`src/rtl/afc_freq_comparator_pkg.sv`:
```
// Package for the AFC frequency comparator.
// Holds the comparison codes presented to the AFC search FSM, the width and
// layout of the FSM state bus, and the comparator's own state encoding.
package afc_pkg;

    localparam logic [2:0] CMP_NONE   = 3'b000;
    localparam logic [2:0] CMP_FREEZE = 3'b001;
    localparam logic [2:0] CMP_SLOW   = 3'b010;
    localparam logic [2:0] CMP_FAST   = 3'b100;

    localparam int AFC_STATE_W = 6;
    localparam int FIN_BIT     = 5;

    typedef enum logic [2:0] {
        ST_IDLE   = 3'd0,
        ST_SETTLE = 3'd1,
        ST_COUNT  = 3'd2,
        ST_DECIDE = 3'd3,
        ST_DONE   = 3'd4
    } afc_state_e;

endpackage

```
`src/rtl/afc_freq_comparator_if.sv`:
```
// Bus between the AFC search side and the frequency comparator.
//   en          measurement enable
//   vco_pulse   one-cycle pulse per divided VCO edge (already in clk domain)
//   target_cnt  expected edges per window
//   fsm_state   AFC FSM state bus, bit FIN_BIT = finished, low bits = cap code
//   comp_out    {fast,slow,freeze} one-cycle decision code
//   busy        comparator is settling, counting or deciding
//   meas_cnt    count of the last completed window
// master drives the stimulus side, slave is the comparator.
interface afc_freq_comparator_if #(
    parameter int CNT_W = 12
);
    import afc_pkg::*;

    logic                   en;
    logic                   vco_pulse;
    logic [CNT_W-1:0]       target_cnt;
    logic [AFC_STATE_W-1:0] fsm_state;
    logic [2:0]             comp_out;
    logic                   busy;
    logic [CNT_W-1:0]       meas_cnt;

    modport master (
        output en, vco_pulse, target_cnt, fsm_state,
        input  comp_out, busy, meas_cnt
    );

    modport slave (
        input  en, vco_pulse, target_cnt, fsm_state,
        output comp_out, busy, meas_cnt
    );

endinterface

```
`src/rtl/afc_freq_comparator_window_counter.sv`:
```
// Cycle timer plus saturating edge counter.
//   clk, rst_n  clock and async active-low reset
//   start_i     restart: timer and edge count cleared, phase begins next cycle
//   len_i       phase length in cycles
//   pulse_i     edge to count this cycle (caller gates it to the counting phase)
//   done_o      high on the last cycle of the running phase
//   count_o     edge count including this cycle's pulse, saturating
module afc_window_counter #(
    parameter int CNT_W = 12,
    parameter int LEN_W = 9
) (
    input  logic             clk,
    input  logic             rst_n,
    input  logic             start_i,
    input  logic [LEN_W-1:0] len_i,
    input  logic             pulse_i,
    output logic             done_o,
    output logic [CNT_W-1:0] count_o
);

    logic             run_q, run_d;
    logic [LEN_W-1:0] tmr_q, tmr_d;
    logic [CNT_W-1:0] cnt_q, cnt_d;

    function automatic logic [CNT_W-1:0] sat_inc(input logic [CNT_W-1:0] v,
                                                 input logic inc);
        if (inc && (v != '1)) return v + CNT_W'(1);
        return v;
    endfunction

    // count_o already contains the current cycle's pulse so a pulse on the
    // last cycle of the window is visible to the caller on that same cycle.
    assign count_o = sat_inc(cnt_q, pulse_i & run_q);
    assign done_o  = run_q && (tmr_q == (len_i - LEN_W'(1)));

    always_comb begin
        run_d = run_q;
        tmr_d = tmr_q;
        cnt_d = cnt_q;
        if (start_i) begin
            run_d = 1'b1;
            tmr_d = '0;
            cnt_d = '0;
        end else if (run_q) begin
            tmr_d = tmr_q + LEN_W'(1);
            cnt_d = count_o;
            if (done_o) run_d = 1'b0;
        end
    end

    always_ff @(posedge clk or negedge rst_n) begin
        if (!rst_n) begin
            run_q <= 1'b0;
            tmr_q <= '0;
            cnt_q <= '0;
        end else begin
            run_q <= run_d;
            tmr_q <= tmr_d;
            cnt_q <= cnt_d;
        end
    end

endmodule

```
`src/rtl/afc_freq_comparator.sv`:
```
// AFC frequency comparator: counts VCO edges over a fixed reference window,
// compares against target_cnt +/- TOL and issues a one-cycle comparison code
// to the AFC search FSM. Re-measures whenever the FSM state bus changes and
// parks once the FSM reports finished.
//   clk, rst_n  reference clock, async active-low reset
//   bus         slave side of afc_freq_comparator_if (en, vco_pulse,
//               target_cnt, fsm_state in; comp_out, busy, meas_cnt out)
module afc_freq_comparator
    import afc_pkg::*;
#(
    parameter int CNT_W         = 12,
    parameter int WIN_CYCLES    = 256,
    parameter int SETTLE_CYCLES = 16,
    parameter int TOL           = 2
) (
    input  logic                 clk,
    input  logic                 rst_n,
    afc_freq_comparator_if.slave bus
);

    localparam int LEN_MAX = (WIN_CYCLES > SETTLE_CYCLES) ? WIN_CYCLES : SETTLE_CYCLES;
    localparam int LEN_W   = $clog2(LEN_MAX) + 1;
    localparam logic [CNT_W-1:0] CNT_MAX = '1;
    localparam logic [CNT_W-1:0] TOL_C   = CNT_W'(TOL);

    function automatic logic [CNT_W-1:0] clamp_lo(input logic [CNT_W-1:0] t);
        if (t < TOL_C) return '0;
        return t - TOL_C;
    endfunction

    function automatic logic [CNT_W-1:0] clamp_hi(input logic [CNT_W-1:0] t);
        if (t > (CNT_MAX - TOL_C)) return CNT_MAX;
        return t + TOL_C;
    endfunction

    function automatic logic [2:0] decide(input logic [CNT_W-1:0] cnt,
                                          input logic [CNT_W-1:0] t);
        if (cnt < clamp_lo(t)) return CMP_SLOW;
        if (cnt > clamp_hi(t)) return CMP_FAST;
        return CMP_FREEZE;
    endfunction

    afc_state_e             state_q, state_d;
    logic [AFC_STATE_W-1:0] fsm_prev_q;
    logic [2:0]             comp_q, comp_d;
    logic [CNT_W-1:0]       meas_q, meas_d;

    logic             win_start;
    logic [LEN_W-1:0] win_len;
    logic             win_done;
    logic [CNT_W-1:0] win_count;

    logic fsm_chg;
    logic fin;

    assign fsm_chg = (bus.fsm_state != fsm_prev_q);
    assign fin     = bus.fsm_state[FIN_BIT];
    assign win_len = (state_q == ST_COUNT) ? LEN_W'(WIN_CYCLES) : LEN_W'(SETTLE_CYCLES);

    afc_window_counter #(
        .CNT_W (CNT_W),
        .LEN_W (LEN_W)
    ) u_win (
        .clk     (clk),
        .rst_n   (rst_n),
        .start_i (win_start),
        .len_i   (win_len),
        .pulse_i (bus.vco_pulse && (state_q == ST_COUNT)),
        .done_o  (win_done),
        .count_o (win_count)
    );

    // The decision is registered on the edge into DECIDE, so comp_out is
    // non-zero exactly while the FSM sits in DECIDE and nowhere else.
    always_comb begin
        state_d   = state_q;
        win_start = 1'b0;
        comp_d    = CMP_NONE;
        meas_d    = meas_q;
        case (state_q)
            ST_IDLE: begin
                if (fin) begin
                    state_d = ST_DONE;
                end else if (bus.en) begin
                    state_d   = ST_SETTLE;
                    win_start = 1'b1;
                end
            end
            ST_SETTLE: begin
                if (!bus.en) begin
                    state_d = ST_IDLE;
                end else if (fsm_chg || win_done) begin
                    state_d   = fsm_chg ? ST_SETTLE : ST_COUNT;
                    win_start = 1'b1;
                end
            end
            ST_COUNT: begin
                if (!bus.en) begin
                    state_d = ST_IDLE;
                end else if (fsm_chg) begin
                    state_d   = ST_SETTLE;
                    win_start = 1'b1;
                end else if (win_done) begin
                    state_d = ST_DECIDE;
                    comp_d  = decide(win_count, bus.target_cnt);
                    meas_d  = win_count;
                end
            end
            ST_DECIDE: begin
                if (!bus.en) begin
                    state_d = ST_IDLE;
                end else if (fin) begin
                    state_d = ST_DONE;
                end else begin
                    state_d   = ST_SETTLE;
                    win_start = 1'b1;
                end
            end
            ST_DONE: begin
                if (!fin) state_d = ST_IDLE;
            end
            default: state_d = ST_IDLE;
        endcase
    end

    always_ff @(posedge clk or negedge rst_n) begin
        if (!rst_n) begin
            state_q    <= ST_IDLE;
            fsm_prev_q <= '0;
            comp_q     <= CMP_NONE;
            meas_q     <= '0;
        end else begin
            state_q    <= state_d;
            fsm_prev_q <= bus.fsm_state;
            comp_q     <= comp_d;
            meas_q     <= meas_d;
        end
    end

    assign bus.comp_out = comp_q;
    assign bus.busy     = (state_q == ST_SETTLE) || (state_q == ST_COUNT) || (state_q == ST_DECIDE);
    assign bus.meas_cnt = meas_q;

endmodule

```
`src/flat_wrapper.sv`:
```
// flat-port wrapper written by rule: the top's interface ports become plain ports
module afc_freq_comparator_flat import afc_pkg::*;
#(
    parameter int CNT_W         = 12,
    parameter int WIN_CYCLES    = 256,
    parameter int SETTLE_CYCLES = 16,
    parameter int TOL           = 2
)
  (clk, rst_n, bus_en, bus_vco_pulse, bus_target_cnt, bus_fsm_state, bus_comp_out, bus_busy, bus_meas_cnt);
  afc_freq_comparator_if #(.CNT_W(CNT_W)) bus_i ();
  input  logic clk;
  input  logic rst_n;
  input wire logic [$bits(bus_i.en)-1:0] bus_en;
  input wire logic [$bits(bus_i.vco_pulse)-1:0] bus_vco_pulse;
  input wire logic [$bits(bus_i.target_cnt)-1:0] bus_target_cnt;
  input wire logic [$bits(bus_i.fsm_state)-1:0] bus_fsm_state;
  output wire logic [$bits(bus_i.comp_out)-1:0] bus_comp_out;
  output wire logic [$bits(bus_i.busy)-1:0] bus_busy;
  output wire logic [$bits(bus_i.meas_cnt)-1:0] bus_meas_cnt;
  assign bus_i.en = bus_en;
  assign bus_i.vco_pulse = bus_vco_pulse;
  assign bus_i.target_cnt = bus_target_cnt;
  assign bus_i.fsm_state = bus_fsm_state;
  assign bus_comp_out = bus_i.comp_out;
  assign bus_busy = bus_i.busy;
  assign bus_meas_cnt = bus_i.meas_cnt;
  afc_freq_comparator #(.CNT_W(CNT_W), .WIN_CYCLES(WIN_CYCLES), .SETTLE_CYCLES(SETTLE_CYCLES), .TOL(TOL)) u_core (.clk(clk), .rst_n(rst_n), .bus(bus_i));
endmodule
```
`config.mk`:
```
export PLATFORM = sky130hd
export DESIGN_NAME = afc_freq_comparator_flat
export DESIGN_NICKNAME = d
export VERILOG_FILES = /design/src/rtl/afc_freq_comparator_pkg.sv /design/src/rtl/afc_freq_comparator_if.sv /design/src/rtl/afc_freq_comparator_window_counter.sv /design/src/rtl/afc_freq_comparator.sv /design/src/flat_wrapper.sv
export SDC_FILE = /design/constraint.sdc
export NUM_CORES = 1
export LEC_CHECK = 0
export CAP_MARGIN = 10
export CORE_ASPECT_RATIO = 2
export CORE_UTILIZATION = 46
export CTS_CLUSTER_SIZE = 24
export DETAILED_ROUTE_END_ITERATION = 8
export GPL_TIMING_DRIVEN = 0
export PLACE_DENSITY_LB_ADDON = 0.15
export SETUP_SLACK_MARGIN = 0.4
export SLEW_MARGIN = 30
export SYNTH_ARGS = -nofsm -noshare
export SYNTH_HDL_FRONTEND = slang
export SYNTH_HIERARCHICAL = 1
export SYNTH_SLANG_ARGS = --single-unit
```
`constraint.sdc`:
```
create_clock -name clk -period 6.4 [get_ports clk]
set_clock_uncertainty 0.15 [all_clocks]
set_input_delay 1.92 -clock clk [delete_from_list [all_inputs] [get_ports clk]]
set_output_delay 1.92 -clock clk [all_outputs]
set_load 0.02 [all_outputs]
```
==> results.toml, run 1 <==
[power_and_ir_drop]
intPower_w = 0.000551
power.density_nw_per_um2 = 183
sequential_group_share_of_total_power_pct = 43.0
leak_pwr_nw = 1.93
part_of_the_total_power_dissipated_in_the_clock_network_pct = 39.5
power.share.combinational_pct = 17.5
power.switching_fraction_pct = 26.7
p_switching_w = 0.000201
maximum_resistive_drop_on_vdd_v = 0.000194

[logic_synthesis]
ys_seq_area_share_pct = 34.0
number_of_flops_mapped_to_enable_cells_by_yosys = 0
netlist_top_cells_area = "sky130_fd_sc_hd__dfrtp_1, sky130_fd_sc_hd__ha_1, sky130_fd_sc_hd__xor2_1"
avgSynthCellArea_um2 = 9.31
netlist_instances = 364
synth_top_area_share_pct = 34.0
synth_area_leader_cell = "sky130_fd_sc_hd__dfrtp_1"
yosys_register_bits = 46
ys.flop_type = "sky130_fd_sc_hd__dfrtp_1"
ys_warn_count = 6
synth-async-reset-ratio_pct = 100
ys_types = 58
syn-cell-area_um2 = 3390

[setup_path]
worst-endpoint-arrival_ns = 5.23
critPathLaunchType = "input port"
critical_path_required_ns = 6.43
crit_chain = "clkdlybuf4s50_1, and3_2, nand3_1, nor3_2, nor2_1, ha_1, nand4_1, a211o_1, a31oi_1, and2b_1"
ff2ff_path_depth = 14
setup.worst_path.end_class = "flop"
worst-path-buf-inv = 1
worst_path_dominant_cell_family = "simple AND/OR/NAND/NOR gates"
cp_slowest_stage_delay_ns = 0.66
worstSetupPathDepth = 10
slowest_stage = "sky130_fd_sc_hd__nor3_2"
highest_fanout_seen_on_the_critical_path = 9
timing.setup.critical_path_class = "in -> reg"

[clock_tree]
insertion_delay_ns = 0.29
cts_hold_repair.buffers = 0
cts_post_setup_buffers_inserted = 0
cts_max_level = 2
clkSlewWorstSetupHoldPaths_ns = 0.06
cts_max_path_buffers = 2
cts_sinks = 46
cts_root_buffer = "sky130_fd_sc_hd__clkbuf_16"
cts_tree = "done"
numCtsBuffers = 5
cts_resized = 0

[routing]
final_antenna_net_count = 0
route.vias.total = 2786
routed_wirelength_um = 7620
drt-vias-per-instance = 5.33
drt-pass1-iter-count = 6
drc = 0
detailedRoute.firstIterationViolations = 86
wl_per_cell_um = 14.6

[min_path]
whs_path_depth = 1
holdCritPathClass = "reg -> reg"

[floorplan]
floorplan.die_area_um2 = 7730
chipWidth_um = 62.7
io_pins = 38
floorplan.initialDensity_pct = 48.1
row_count = 43
die_h_um = 123
core_region_area_um2 = 7050

[sta]
worst-slew-pin-transition_ns = 0.669
final_hold_viol_count = 0
rsz0062_at_grt = "no"
finalCriticalPeriod_ns = 5.20
finalSetupViolations = 0
fin_crit_sh_pct = 81.3
tns_ns = 0
timing.fmax_mhz = 192
final.hold.worst_slack_ns = 0.357
finalMaxSlewViolations = 0
timing.slew.headroom_pct = 55.1

[place]
placement.io_buffers = 33
place_congestion = 0.829
dp_hpwl_um = 6040

[run]
drv_cap = 0

[global_routing]
grt_max_degree = 47
grt_first_pass_wirelength_um = 12500
grtUsageTotal_pct = 21.0
grt_pass1_vias = 2749
overflow = 0
initial_antenna_violation_count = 0

[cells_and_area]
drive_gt1_share_pct = 10.2
antenna_cells_inserted = 0
syn2layout_area_growth_pct = 21.1
design.final.nets = 482

[status]
run_status = "finished clean"
path summary, 6_finish.rpt:
kind                       slack, ns                            endpoint                               start
setup reg to reg                2.33    u_core/bus.comp_out[0]$_DFF_PN0_       u_core/state_q[0]$_DFFE_PN0P_
min in group asynchronous       1.48  u_core/bus.meas_cnt[8]$_DFFE_PN0P_                               rst_n
hold reg to reg                 0.36  u_core/bus.meas_cnt[8]$_DFFE_PN0P_  u_core/bus.meas_cnt[8]$_DFFE_PN0P_
hold / removal                  0.36  u_core/bus.meas_cnt[8]$_DFFE_PN0P_  u_core/bus.meas_cnt[8]$_DFFE_PN0P_
setup / recovery                1.20    u_core/bus.comp_out[0]$_DFF_PN0_                   bus_target_cnt[5]
max in group asynchronous       4.22    u_core/bus.comp_out[0]$_DFF_PN0_                               rst_n
registers in the layout (all words and copies together) (netlist names):
signal / count
u_core/u_win/tmr_q: 9
u_core/state_q: 3
u_core/bus.meas_cnt: 12
u_core/u_win/cnt_q: 12
u_core/fsm_prev_q: 6
u_core/u_win/run_q: 1
u_core/bus.comp_out: 3
stage by stage:
step	utilization, %	worst slack, ns	cell area [um^2]	power [W]	std cells
6_report	58.2	1.20	4100	0.000752	523
3_5_place_dp	55.8	0.955	3930	0.000461	515
4_1_cts	58.2	1.25	4100	0.000759	523
2_1_floorplan	-	2.03	3490	0.000419	392
5_1_grt	58.2	1.05	4100	0.000789	523
3_3_place_gp	55.8	1.03	3940	0.000457	515
metal layers:
layer	track usage [%]	wire, um
met5	0	0
met1	19.8	2660
met4	11.6	295
met2	42.3	4500
met3	2.86	167
logic make-up after synthesis:
kind of cell             synth area share (%)
adder cells (fa/ha/maj)                  10.3
flip-flops                               34.0
multiplexers                             6.46
other                                   0.111
XOR/XNOR                                 10.3
AO/OA/AOI/OAI                            8.83
buffers and inverters                    2.62
AND/OR/NAND/NOR                          27.3
synth_stat cells, types with 3 or more instances:
cell / count
sky130_fd_sc_hd__dfrtp_1: 46
sky130_fd_sc_hd__nand2_1: 31
sky130_fd_sc_hd__nor2_1: 29
sky130_fd_sc_hd__ha_1: 28
sky130_fd_sc_hd__xor2_1: 23
sky130_fd_sc_hd__a21oi_1: 19
sky130_fd_sc_hd__nand3_1: 19
sky130_fd_sc_hd__xnor2_1: 17
sky130_fd_sc_hd__mux2_2: 15
sky130_fd_sc_hd__nor2b_1: 15
sky130_fd_sc_hd__inv_1: 9
sky130_fd_sc_hd__o21ai_0: 9
sky130_fd_sc_hd__and3_1: 8
sky130_fd_sc_hd__nand4_1: 8
sky130_fd_sc_hd__nand2b_1: 7
sky130_fd_sc_hd__nor3_1: 7
sky130_fd_sc_hd__clkbuf_1: 5
sky130_fd_sc_hd__mux2i_1: 5
sky130_fd_sc_hd__or3_1: 5
sky130_fd_sc_hd__a211oi_1: 4
sky130_fd_sc_hd__and2_1: 4
sky130_fd_sc_hd__and4_1: 3
sky130_fd_sc_hd__or2_2: 3
final cells by class:
class / count / area, um^2
plain buffers: 10 / 55.1
well taps: 90 / 113
fillers: 626 / 2950
flip-flops and latches: 46 / 1150
multi-input cells: 327 / 2250
clock inverters: 3 / 43.8
inverters: 9 / 33.8
repair buffers: 33 / 328
clock buffers: 5 / 125
power by group through the flow:
stage	logic, W	registers (W)	clock network [W]
2_1_floorplan	0.0000940	0.000325	0
3_3_place_gp	0.000129	0.000329	0
3_5_place_dp	0.000132	0.000329	0
4_1_cts	0.000133	0.000323	0.000303
5_1_grt	0.000150	0.000325	0.000314
6_report	0.000131	0.000323	0.000297
cells in the final DEF (no fill, tap or decap), types with 3 or more instances in the layout:
cell                               n
sky130_fd_sc_hd__clkbuf_1          5
sky130_fd_sc_hd__dfrtp_1          46
sky130_fd_sc_hd__ha_1             28
sky130_fd_sc_hd__mux2i_1           5
sky130_fd_sc_hd__or3_1             5
sky130_fd_sc_hd__nor2_1           29
sky130_fd_sc_hd__clkdlybuf4s50_1  32
sky130_fd_sc_hd__nor2b_1          15
sky130_fd_sc_hd__o21ai_0           9
sky130_fd_sc_hd__inv_1             9
sky130_fd_sc_hd__nand2_1          31
sky130_fd_sc_hd__xnor2_1          17
sky130_fd_sc_hd__nand3_1          19
sky130_fd_sc_hd__xor2_1           23
sky130_fd_sc_hd__and2_1            4
sky130_fd_sc_hd__clkbuf_16         5
sky130_fd_sc_hd__a21oi_1          19
sky130_fd_sc_hd__a211oi_1          4
sky130_fd_sc_hd__or2_2             3
sky130_fd_sc_hd__nor3_1            7
sky130_fd_sc_hd__conb_1           29
sky130_fd_sc_hd__mux2_2           15
sky130_fd_sc_hd__and4_1            3
sky130_fd_sc_hd__and3_1            8
sky130_fd_sc_hd__nand4_1           8
sky130_fd_sc_hd__buf_4             3
sky130_fd_sc_hd__nand2b_1          7
Note: power is estimated with default switching activity, not from simulation.
==> run 2, diff against run 1 <==
==> constraint.sdc (replaced) <==
create_clock -name clk -period 5.04 [get_ports clk]
set_clock_uncertainty 0.15 [all_clocks]
set_input_delay 1.512 -clock clk [delete_from_list [all_inputs] [get_ports clk]]
set_output_delay 1.512 -clock clk [all_outputs]
set_load 0.02 [all_outputs]
==> run 2 against run 1 <==
- non-clock buffer count did not move
- clock-buffer cell count stayed put
- critical endpoint unchanged
- total power increased by 27%
- worst setup slack lost 0.66 ns
- final cell count did not move
- hold slack is essentially flat
- via count shrank 0.61%
- final area rose by 0.76%
- sequential share of layout area down 0.21 points
- sequential cell count unchanged
- largest cell class unchanged
- register-to-register slack got worse by 1.3 ns
==> results.toml, run 2 (same netlist as run 1, synthesis figures left out) <==
[global_routing]
overflow = 0
grtUsageTotal_pct = 21.1
grt_max_degree = 47
initial_antenna_violation_count = 0
grt_first_pass_wirelength_um = 12500
grt_pass1_vias = 2759

[cells_and_area]
final_core_utilization_pct = 58.7
layout.cells.most_common_list = "sky130_fd_sc_hd__dfrtp_1, sky130_fd_sc_hd__clkdlybuf4s50_1, sky130_fd_sc_hd__nand2_1"
syn2layout_area_growth_pct = 22.0
mostFrequentLayoutCell = "sky130_fd_sc_hd__dfrtp_1"
design.final.nets = 482
antenna_cells_inserted = 0
drive_gt1_share_pct = 10.6
finish.instance_area_um2 = 4130

[sta]
tns_ns = 0
finalSetupViolations = 0
worst-slew-pin-transition_ns = 0.639
finalCriticalPeriod_ns = 4.51
timing.fmax_mhz = 222
finalMaxSlewViolations = 0
final_hold_viol_count = 0
rsz0062_at_grt = "no"
final.hold.worst_slack_ns = 0.357
timing.slew.headroom_pct = 57.4
fin_crit_sh_pct = 89.4

[setup_path]
worst-path-buf-inv = 1
crit_chain = "clkdlybuf4s50_1, and2_1, nand2_1, nor3_2, and3_1, mux2_2, ha_1, nand4_1, a211o_1, a31oi_1, and2b_1"
critPathLaunchType = "input port"
setup.worst_path.end_class = "flop"
highest_fanout_seen_on_the_critical_path = 6
worst_path_dominant_cell_family = "simple AND/OR/NAND/NOR gates"
slowest_stage = "sky130_fd_sc_hd__clkdlybuf4s50_1"
critical_path_required_ns = 5.07
cp_slowest_stage_delay_ns = 0.46
worst-endpoint-arrival_ns = 4.54
timing.setup.critical_path_class = "in -> reg"

[routing]
detailedRoute.firstIterationViolations = 80
wl_per_cell_um = 14.5
drt-vias-per-instance = 5.29
final_antenna_net_count = 0
routed_wirelength_um = 7590
route.vias.total = 2769
drc = 0
drt-pass1-iter-count = 4

[clock_tree]
clkSlewWorstSetupHoldPaths_ns = 0.06
insertion_delay_ns = 0.29
cts_sinks = 46
cts_max_path_buffers = 2
cts_root_buffer = "sky130_fd_sc_hd__clkbuf_16"
cts_tree = "done"
cts_max_level = 2
cts_hold_repair.buffers = 0
numCtsBuffers = 5

[power_and_ir_drop]
pwr_total_w = 0.000955
power.switching_fraction_pct = 26.7
leak_pwr_nw = 1.95
p_switching_w = 0.000255
intPower_w = 0.000700
maximum_resistive_drop_on_vdd_v = 0.000246
sequential_group_share_of_total_power_pct = 43.0
part_of_the_total_power_dissipated_in_the_clock_network_pct = 39.5
power.share.combinational_pct = 17.5
power.density_nw_per_um2 = 231

[floorplan]
row_count = 43
floorplan.die_area_um2 = 7730
chipWidth_um = 62.7
io_pins = 38
floorplan.initialDensity_pct = 48.1
core_region_area_um2 = 7050
die_h_um = 123

[status]
run_status = "finished clean"

[place]
place_congestion = 0.829
placement.io_buffers = 33
dp_hpwl_um = 6040
placed_cell_area_um2 = 3930

[min_path]
holdCritPathClass = "reg -> reg"

[run]
drv_cap = 0
run 2: final timing paths:
kind                                                         start                                 end  slack, ns  cells past startpoint
worst max-delay path                                 bus_vco_pulse    u_core/bus.comp_out[0]$_DFF_PN0_       0.53                     11
worst min-delay path            u_core/bus.meas_cnt[8]$_DFFE_PN0P_  u_core/bus.meas_cnt[8]$_DFFE_PN0P_       0.36                      1
worst max register to register       u_core/state_q[0]$_DFFE_PN0P_   u_core/u_win/tmr_q[7]$_DFFE_PN0P_       0.99                     13
worst min register to register  u_core/bus.meas_cnt[8]$_DFFE_PN0P_  u_core/bus.meas_cnt[8]$_DFFE_PN0P_       0.36                      1
max in group asynchronous                                    rst_n    u_core/bus.comp_out[0]$_DFF_PN0_       3.27                      1
min in group asynchronous                                    rst_n  u_core/bus.meas_cnt[8]$_DFFE_PN0P_       1.07                      1
run 2: layout make-up:
class                      instances  area (um^2)
tap                               90          113
timing repair buffer              33          330
multi-input combinational        327         2280
buffer                            10         55.1
clock buffer                       5          125
inverter                           9         33.8
clock inverter                     3         43.8
sequential                        46         1150
fill                             621         2910
run 2: power groups by stage:
stage / Clock, W / Sequential [W] / Combinational (W)
final: 0.000377 / 0.000410 / 0.000167
after global routing: 0.000398 / 0.000413 / 0.000192
after CTS: 0.000384 / 0.000411 / 0.000169
after detailed placement: 0 / 0.000418 / 0.000168
after global placement: 0 / 0.000417 / 0.000163
after floorplan: 0 / 0.000413 / 0.000119
run 2: what timing repair did:
action | in CTS | in global routing
buffers inserted | 0 | 0
setup endpoints to repair | 2 | 3
gates resized for setup | 2 | 3
pin swaps | 0 | 1
run 2: metrics by stage:
stage | worst slack [ns] | std cells
finish | 0.532 | 523
global route | 0.403 | 523
CTS | 0.456 | 523
detailed placement | 0.00275 | 515
global placement | 0.0756 | 515
floorplan | 1.07 | 392
run 2: per-layer routing:
metal | vias up | track usage (%) | wire length (um)
met5 | - | 0 | 0
met4 | 0 | 11.6 | 291
met3 | 16 | 2.86 | 166
met2 | 41 | 42.3 | 4500
met1 | 1312 | 20.0 | 2630
li1 | 1400 | - | -
